==> config.mk <==
export PLATFORM = sky130hd
export DESIGN_NAME = mem_port_arbiter
export DESIGN_NICKNAME = d
export VERILOG_FILES = /design/src/rtl/mem_arb_pkg.sv /design/src/rtl/wait_counter.sv /design/src/rtl/mem_port_arbiter.sv
export SDC_FILE = /design/constraint.sdc
export NUM_CORES = 1
export LEC_CHECK = 0
export ABC_AREA = 1
export ABC_CLOCK_PERIOD_IN_PS = 2900
export CAP_MARGIN = 20
export CORE_ASPECT_RATIO = 1.4
export CORE_UTILIZATION = 30
export CTS_CLUSTER_SIZE = 25
export DETAILED_ROUTE_END_ITERATION = 10
export GPL_TIMING_DRIVEN = 0
export SLEW_MARGIN = 15
export SYNTH_ARGS = -nofsm -noshare
export SYNTH_HDL_FRONTEND = slang
export SYNTH_HIERARCHICAL = 1
export SYNTH_SLANG_ARGS = --single-unit
==> constraint.sdc <==
create_clock -name clk -period 2.9 [get_ports clk]
set_clock_uncertainty 0.2 [all_clocks]
set_input_delay 0.29 -clock clk [delete_from_list [all_inputs] [get_ports clk]]
set_output_delay 0.29 -clock clk [all_outputs]
set_load 0.1 [all_outputs]
==> src/rtl/mem_arb_pkg.sv <==
// ============================================================================
// Module   : mem_arb_pkg
// Purpose  : Shared state encoding and defaults for the memory port arbiter.
// Revision : 1.0 - initial release
// ============================================================================
`default_nettype none

package mem_arb_pkg;

    typedef logic [1:0] arb_state_t;

    localparam arb_state_t ST_IDLE = 2'd0;
    localparam arb_state_t ST_DATA = 2'd1;
    localparam arb_state_t ST_INST = 2'd2;
    localparam arb_state_t ST_RESP = 2'd3;

    localparam int unsigned MEM_LAT_DEFAULT = 2;

endpackage

`default_nettype wire

==> src/rtl/wait_counter.sv <==
// ============================================================================
// Module   : wait_counter
// Purpose  : Loadable down-counter with a zero flag for RAM wait states.
// Revision : 1.0 - initial release
// ============================================================================
`default_nettype none

module wait_counter #(
    parameter int unsigned WIDTH = 2
) (
    input  logic             clk,
    input  logic             rst,
    input  logic             load,
    input  logic [WIDTH-1:0] load_val,
    input  logic             dec,
    output logic             zero
);

    logic [WIDTH-1:0] r_count;

    always_ff @(posedge clk or posedge rst) begin
        if (rst) begin
            r_count <= '0;
        end else if (load) begin
            r_count <= load_val;
        end else if (dec && (r_count != '0)) begin
            r_count <= r_count - 1'b1;
        end
    end

    assign zero = (r_count == '0);

endmodule

`default_nettype wire

==> src/rtl/mem_port_arbiter.sv <==
// ============================================================================
// Module   : mem_port_arbiter
// Purpose  : Shares one RAM port between fetch and data accesses; data wins.
// Revision : 1.0 - initial release
// ============================================================================
`default_nettype none

module mem_port_arbiter
    import mem_arb_pkg::*;
#(
    parameter int unsigned ADDR_W  = 20,
    parameter int unsigned DATA_W  = 16,
    parameter int unsigned MEM_LAT = MEM_LAT_DEFAULT
) (
    input  logic              clk,
    input  logic              rst,
    input  logic              if_req,
    input  logic [ADDR_W-1:0] if_addr,
    input  logic              if_flush,
    output logic [DATA_W-1:0] if_rdata,
    output logic              if_valid,
    output logic              if_stall,
    input  logic              mem_rd,
    input  logic              mem_wr,
    input  logic [ADDR_W-1:0] mem_addr,
    input  logic [DATA_W-1:0] mem_wdata,
    output logic [DATA_W-1:0] mem_rdata,
    output logic              mem_done,
    output logic              pipe_stall,
    output logic              ram_en,
    output logic              ram_we,
    output logic [ADDR_W-1:0] ram_addr,
    output logic [DATA_W-1:0] ram_wdata,
    input  logic [DATA_W-1:0] ram_rdata
);

    localparam int unsigned CNT_W = $clog2(MEM_LAT + 1);
    localparam logic [CNT_W-1:0] CNT_LOAD = CNT_W'(MEM_LAT - 1);

    arb_state_t        r_state;
    logic [ADDR_W-1:0] r_addr;
    logic [DATA_W-1:0] r_wdata;
    logic              r_is_wr;
    logic              r_is_data;
    logic              r_drop;
    logic              r_mem_done;
    logic              r_if_valid;
    logic [DATA_W-1:0] r_mem_rdata;
    logic [DATA_W-1:0] r_if_rdata;

    logic w_data_req;
    logic w_fetch_req;
    logic w_cnt_load;
    logic w_cnt_dec;
    logic w_cnt_zero;

    assign w_data_req  = mem_rd | mem_wr;
    assign w_fetch_req = if_req & ~if_flush;
    assign w_cnt_load  = (r_state == ST_IDLE) & (w_data_req | w_fetch_req);
    assign w_cnt_dec   = (r_state == ST_DATA) | (r_state == ST_INST);

    wait_counter #(
        .WIDTH (CNT_W)
    ) u_wait_counter (
        .clk      (clk),
        .rst      (rst),
        .load     (w_cnt_load),
        .load_val (CNT_LOAD),
        .dec      (w_cnt_dec),
        .zero     (w_cnt_zero)
    );

    always_ff @(posedge clk or posedge rst) begin
        if (rst) begin
            r_state     <= ST_IDLE;
            r_addr      <= '0;
            r_wdata     <= '0;
            r_is_wr     <= 1'b0;
            r_is_data   <= 1'b0;
            r_drop      <= 1'b0;
            r_mem_done  <= 1'b0;
            r_if_valid  <= 1'b0;
            r_mem_rdata <= '0;
            r_if_rdata  <= '0;
        end else begin
            r_mem_done <= 1'b0;
            r_if_valid <= 1'b0;
            case (r_state)
                ST_IDLE: begin
                    r_drop <= 1'b0;
                    if (w_data_req) begin
                        r_state   <= ST_DATA;
                        r_is_data <= 1'b1;
                        r_is_wr   <= mem_wr;
                        r_addr    <= mem_addr;
                        r_wdata   <= mem_wdata;
                    end else if (w_fetch_req) begin
                        r_state   <= ST_INST;
                        r_is_data <= 1'b0;
                        r_is_wr   <= 1'b0;
                        r_addr    <= if_addr;
                    end
                end
                ST_DATA: begin
                    if (w_cnt_zero) begin
                        r_state     <= ST_RESP;
                        r_mem_done  <= 1'b1;
                        r_mem_rdata <= ram_rdata;
                    end
                end
                ST_INST: begin
                    if (if_flush) begin
                        r_drop <= 1'b1;
                    end
                    // A flush in the final wait cycle must also suppress the pulse.
                    if (w_cnt_zero) begin
                        r_state <= ST_RESP;
                        if (!(r_drop || if_flush)) begin
                            r_if_valid <= 1'b1;
                            r_if_rdata <= ram_rdata;
                        end
                    end
                end
                ST_RESP: begin
                    if (!r_is_data && if_flush) begin
                        r_drop <= 1'b1;
                    end
                    r_state <= ST_IDLE;
                end
                default: r_state <= ST_IDLE;
            endcase
        end
    end

    assign ram_en    = (r_state == ST_DATA) | (r_state == ST_INST);
    assign ram_we    = (r_state == ST_DATA) & r_is_wr;
    assign ram_addr  = r_addr;
    assign ram_wdata = r_wdata;

    assign mem_done  = r_mem_done;
    assign mem_rdata = r_mem_rdata;
    assign if_valid  = r_if_valid;
    assign if_rdata  = r_if_rdata;

    // Stalls are forced low during reset so every output reads zero.
    assign pipe_stall = ~rst & w_data_req & ~r_mem_done;
    assign if_stall   = ~rst & ((if_req & ~r_if_valid) | (w_data_req & ~r_mem_done));

endmodule

`default_nettype wire

# Word-level counts from Yosys, hierarchy flattened
# Cells that the tools add are included.
totals:
  register_bits: 77
  latchBits: 0
  ram_bits: 0
  rom_bits: 0
  in_bits: 78
  out_inout_bits: 74
  word_cells: 72
  mem_count: 0
classes:
  add_sub_neg: 1
  n_mul: 0
  n_div: 0
  order_cmp: 0
  eq_ne: 7
  n_shift: 0
  muxes: 19
  n_bitwise: 17
  reduce_logical: 17
op_table:
  columns: ["operator", "n"]
  rows:
  - ["$mux 20", 2]
  - ["$mux 1", 10]
  - ["$mux 2", 5]
  - ["$and 1x1->1", 8]
  - ["$reduce_and 2->1", 4]
  - ["$pmux 2 s3", 1]
  - ["$reduce_and 3->1", 2]
  - ["$reduce_bool 2->1", 3]
  - ["$not 1->1", 5]
  - ["$eq 2x2->1 const B", 2]
  - ["$logic_not 2->1", 2]
  - ["$ne 2x2->1 const B", 2]
  - ["$or 1x1->1", 4]
  - ["$ne 3x3->1 const B", 1]
  - ["$pmux 1 s3", 1]
  - ["$reduce_bool 3->1", 1]
  - ["$eq 2x1->1 const B", 1]
  - ["$logic_and 1x1->1", 2]
  - ["$ne 2x1->1 const B", 1]
  - ["$reduce_or 2->1", 1]
  - ["$sub 2x1->2 const B", 1]
  - ["$logic_not 1->1", 1]
  - ["$logic_or 1x1->1", 1]

# Logic depth before layout (Yosys ltp)
depth:
  depth_word: 5
  depth_mapped: 10
  mapped_depth_nobuf: 9

# Hierarchy
# The synthesis kept the hierarchy.
modules_own_cells:
  columns: ["module", "instances", "cells_per_inst", "area_each_um2", "seq_area_each_um2"]
  rows:
  - ["mem_port_arbiter", 1, 404, 3284.4, 1876.8]
  - ["wait_counter", 1, 20, 131.4, 50.0]

# Worst setup path before layout
# Ideal clock, no wire load.
synth_timing:
  path_type: "reg2out"
  startpoint: "reg r_mem_done, in the netlist mem_done"
  endpoint: "out if_stall"
  t_arrival_ns: 2.642
  t_required_ns: 2.410
  setup_slack_ns: -0.232
  stages_incl_launch_ff: 3
  n_path_buf: 0
  path_cell_list: "dfrtp_1 > or2_2 > a21oi_1"
synth_via:
  elab_chain_len: 4
synth_lines:
  columns: ["element", "line_no", "rtl"]
  rows:
  - ["start, declared", "mem_port_arbiter.sv:46", "logic r_mem_done;"]
  - ["start signal, assigned", "mem_port_arbiter.sv:81", "r_mem_done <= 1'b0;"]
  - ["start signal, assigned", "mem_port_arbiter.sv:86", "r_mem_done <= 1'b0;"]
  - ["start signal, assigned", "mem_port_arbiter.sv:107", "r_mem_done <= 1'b1;"]
  - ["$not 1->1", "mem_port_arbiter.sv:147", "assign if_stall = ~rst & ((if_req & ~r_if_valid) | (w_data_req & ~r_mem_done));"]
  - ["$and 1x1->1", "mem_port_arbiter.sv:147", null]
  - ["$or 1x1->1", "mem_port_arbiter.sv:147", null]
  - ["$and 1x1->1", "mem_port_arbiter.sv:147", null]
  - ["end, declared", "mem_port_arbiter.sv:22", "output logic if_stall,"]
# Every way passes these cells.

# Final worst setup path
layout_timing:
  startpoint: "in mem_wr"
  endpoint: "out if_stall"
layout_via:
  elab_chain_len: 4
layout_lines:
  columns: ["element", "line_no", "rtl"]
  rows:
  - ["start, declared", "mem_port_arbiter.sv:24", "input logic mem_wr,"]
  - ["$or 1x1->1", "mem_port_arbiter.sv:57", "assign w_data_req = mem_rd | mem_wr;"]
  - ["$and 1x1->1", "mem_port_arbiter.sv:147", null]
  - ["$or 1x1->1", "mem_port_arbiter.sv:147", null]
  - ["$and 1x1->1", "mem_port_arbiter.sv:147", null]
# Every way passes these cells.

==> flow_metrics.tcl <==
set metrics [dict create \
    route.vias.total 3221 \
    seq_area_frac_synth 0.5641 \
    cp_data_required_time_ps 2410 \
    crit_type "input pin to primary output" \
    drive_gt1_frac 0.06419 \
    overflow 0 \
    hold_viol 0 \
    pre_cts_ws_ps -129.3 \
    syn_nets 509 \
    synth_cells 424 \
    cts_max_level 3 \
    cts_tree "done" \
    worst_r2r_startpoint "r_state[0]" \
    maxCapViolations 0 \
    vias_per_cell 4.394 \
    synth_area_um2 3416 \
    wl_mm 9.524 \
    clk_pin_slew_worst_paths_ps 60 \
    rsz0062_at_grt "no" \
    finalWorstSetupSlack_ps 155.9 \
    use_met2 0.3047 \
    clk_path_buf_depth 2 \
    drc 0 \
    status "completed" \
    nets 672 \
    rr_endpoint "if_rdata[6]" \
    holdBufCountCts 0 \
    wire_per_inst_um 12.99 \
    grt_first_pass_wirelength_mm 16.16 \
    final_max_slew_viol_count 0 \
    dieArea_um2 11820 \
    met1_usage 0.1929 \
    cp-start-kind "input pin" \
    num-fill-cells 1058 \
    cts_root_buf "clkbuf_16" \
    grt_max_degree 55 \
    antenna_found_initial 0 \
    fmax_mhz 364.4 \
    ios 152 \
    synth-simple-area-share 0.2879 \
    synth-xor-area-share 0 \
    grt_pass1_vias 3400 \
    first_iter_violations 132 \
    syn_to_final_growth_pct 59.12 \
    worst-r2r-cell-count 6 \
    place_congestion 0.7513 \
    fin_crit_sh 0.9462 \
    grt_util_all_layers 0.1745 \
    firstDrtPassIters 4 \
    start_util 0.3111 \
    port_buffers 151 \
    post-route-min-period_ps 2744 \
    core_area_um2 10980 \
    synth_top_family_by_area "simple AND/OR/NAND/NOR gates" \
    synth_compound_area_frac 0.05275 \
    crit_arrival_ps 2250 \
    hpwl_mm 7.168 \
    top_usage_layer "met2" \
    hp-class "input pin to asynchronous set/reset pin" \
    final_cell_mix "nand2_1 (216), clkdlybuf4s50_1 (147), dfrtp_1 (77), o21ai_0 (35), inv_1 (32)" \
    muxShareOfSynthArea 0 \
    rows 45 \
    post_synth.cell_area_avg_um2 8.056 \
    crit_path_end_kind "primary output" \
    cp_max_fo 7 \
    yosysTopAreaCellShare 0.5641 \
    ys_top_cells_by_area "dfrtp_1 (56%), nand2_1 (24%), o21ai_0 (5.1%), inv_1 (3.6%), nand3_1 (3.5%)" \
    die_x_um 92.18 \
    yosys_warnings 6 \
    insertion_delay_ps 330 \
    antenna_left 0 \
    die_h_um 128.3 \
    final-setup-viol-count 0 \
    use_met3 0.06643 \
    final_common_cell "nand2_1" \
    cts_sinks 77 \
    ys_ff_latch 77 \
    synthAdderAreaFrac 0.02564 \
    cts_made_buffers 9 \
    tightest_slew_ps 1027 \
    synth.distinct_cells 18 \
    yosysTopAreaCell "dfrtp_1" \
    relSlewSlack 0.3141 \
    reg2reg_slack_ps 980 \
    antennaDiodeCount 0 \
]
==> logic make-up (layout without fill, tap and decap cells) <==
logic type / Yosys count / count (layout)
AND/OR/NAND/NOR: 248 / 248
adder cells (fa/ha/maj): 7 / 7
flip-flops: 77 / 77
buffers and inverters: 54 / 222
other: 2 / 2
AO/OA/AOI/OAI: 36 / 36
==> through the flow <==
| step | hold slack, ps | instances | TNS (ps) | area (µm²) | utilization |
|---|---|---|---|---|---|
| floorplan | -168.8 | 424 | 0 | 3422 | - |
| global placement | 254.7 | 716 | -70080 | 5110 | 0.4654 |
| detailed placement | 262.0 | 717 | -214.4 | 5140 | 0.4681 |
| CTS | 77.03 | 733 | 0 | 5430 | 0.4946 |
| global route | 87.93 | 733 | 0 | 5435 | 0.4950 |
| finish | 79.04 | 733 | 0 | 5435 | 0.4950 |
==> synth_stat cells <==
cell type	count
nor2_1	3
inv_1	33
buf_4	5
nand2_1	216
nor2_4	1
a21oi_1	1
inv_2	3
nand2_2	1
clkbuf_1	6
o21ai_0	35
dfrtp_1	77
nand3_1	24
conb_1	2
or2_2	1
nand2_4	1
nand4_1	1
ha_1	7
buf_2	7
==> critical path, cell delays in order <==
cell and delay, ps:
clkdlybuf4s50_1 550, nor2_4 90, or2_2 310, a21oi_2 130
dlygate4sd2_1 880
==> metal layers <==
metal / vias to the layer above / wire, µm
met5: - / 0
met4: 0 / 137
met3: 13 / 855
met2: 116 / 4705
met1: 1476 / 3826
li1: 1616 / -
==> worst max path at each step <==
| stage | slack [ps] | cells after the start | endpoint | startpoint |
|---|---|---|---|---|
| final | 160 | 5 | if_stall | mem_wr |
| after global routing | 90 | 5 | if_stall | mem_wr |
| after detailed placement | -130 | 5 | if_stall | mem_wr |
| after global placement | -940 | 2 | ram_wdata[9] | rst |
| after CTS | 10 | 3 | ram_en | r_state[1] |
| after floorplan | 310 | 2 | if_stall | mem_done |
==> registers in the layout, indices dropped and copies added, names as in the netlist, 2 cells and up <==
signal and count:
ram_addr 20, if_rdata 16, ram_wdata 16, mem_rdata 16, r_state 2, u_wait_counter/r_count 2
==> cell type report <==
| class | instances | area (µm²) | area share |
|---|---|---|---|
| Timing Repair Buffer | 152 | 1541 | 0.2836 |
| Clock buffer | 10 | 229.0 | 0.04213 |
| Buffer | 18 | 95.09 | 0.01750 |
| Tap cell | 141 | 176.4 | 0.03246 |
| Inverter | 36 | 137.6 | 0.02532 |
| Sequential cell | 77 | 1927 | 0.3545 |
| Clock inverter | 6 | 63.81 | 0.01174 |
| Multi-Input combinational cell | 293 | 1265 | 0.2327 |
==> timing repair <==
| action | CTS | global route |
|---|---|---|
| cloned | 0 | 0 |
| setup endpoints to repair | 2 | 2 |
| buffers inserted | 0 | 0 |
| gates resized for setup | 2 | 2 |
Power is left out: the tool's default activity adds up to more than one toggle a clock period on the data nets, which glitch-free logic cannot reach.
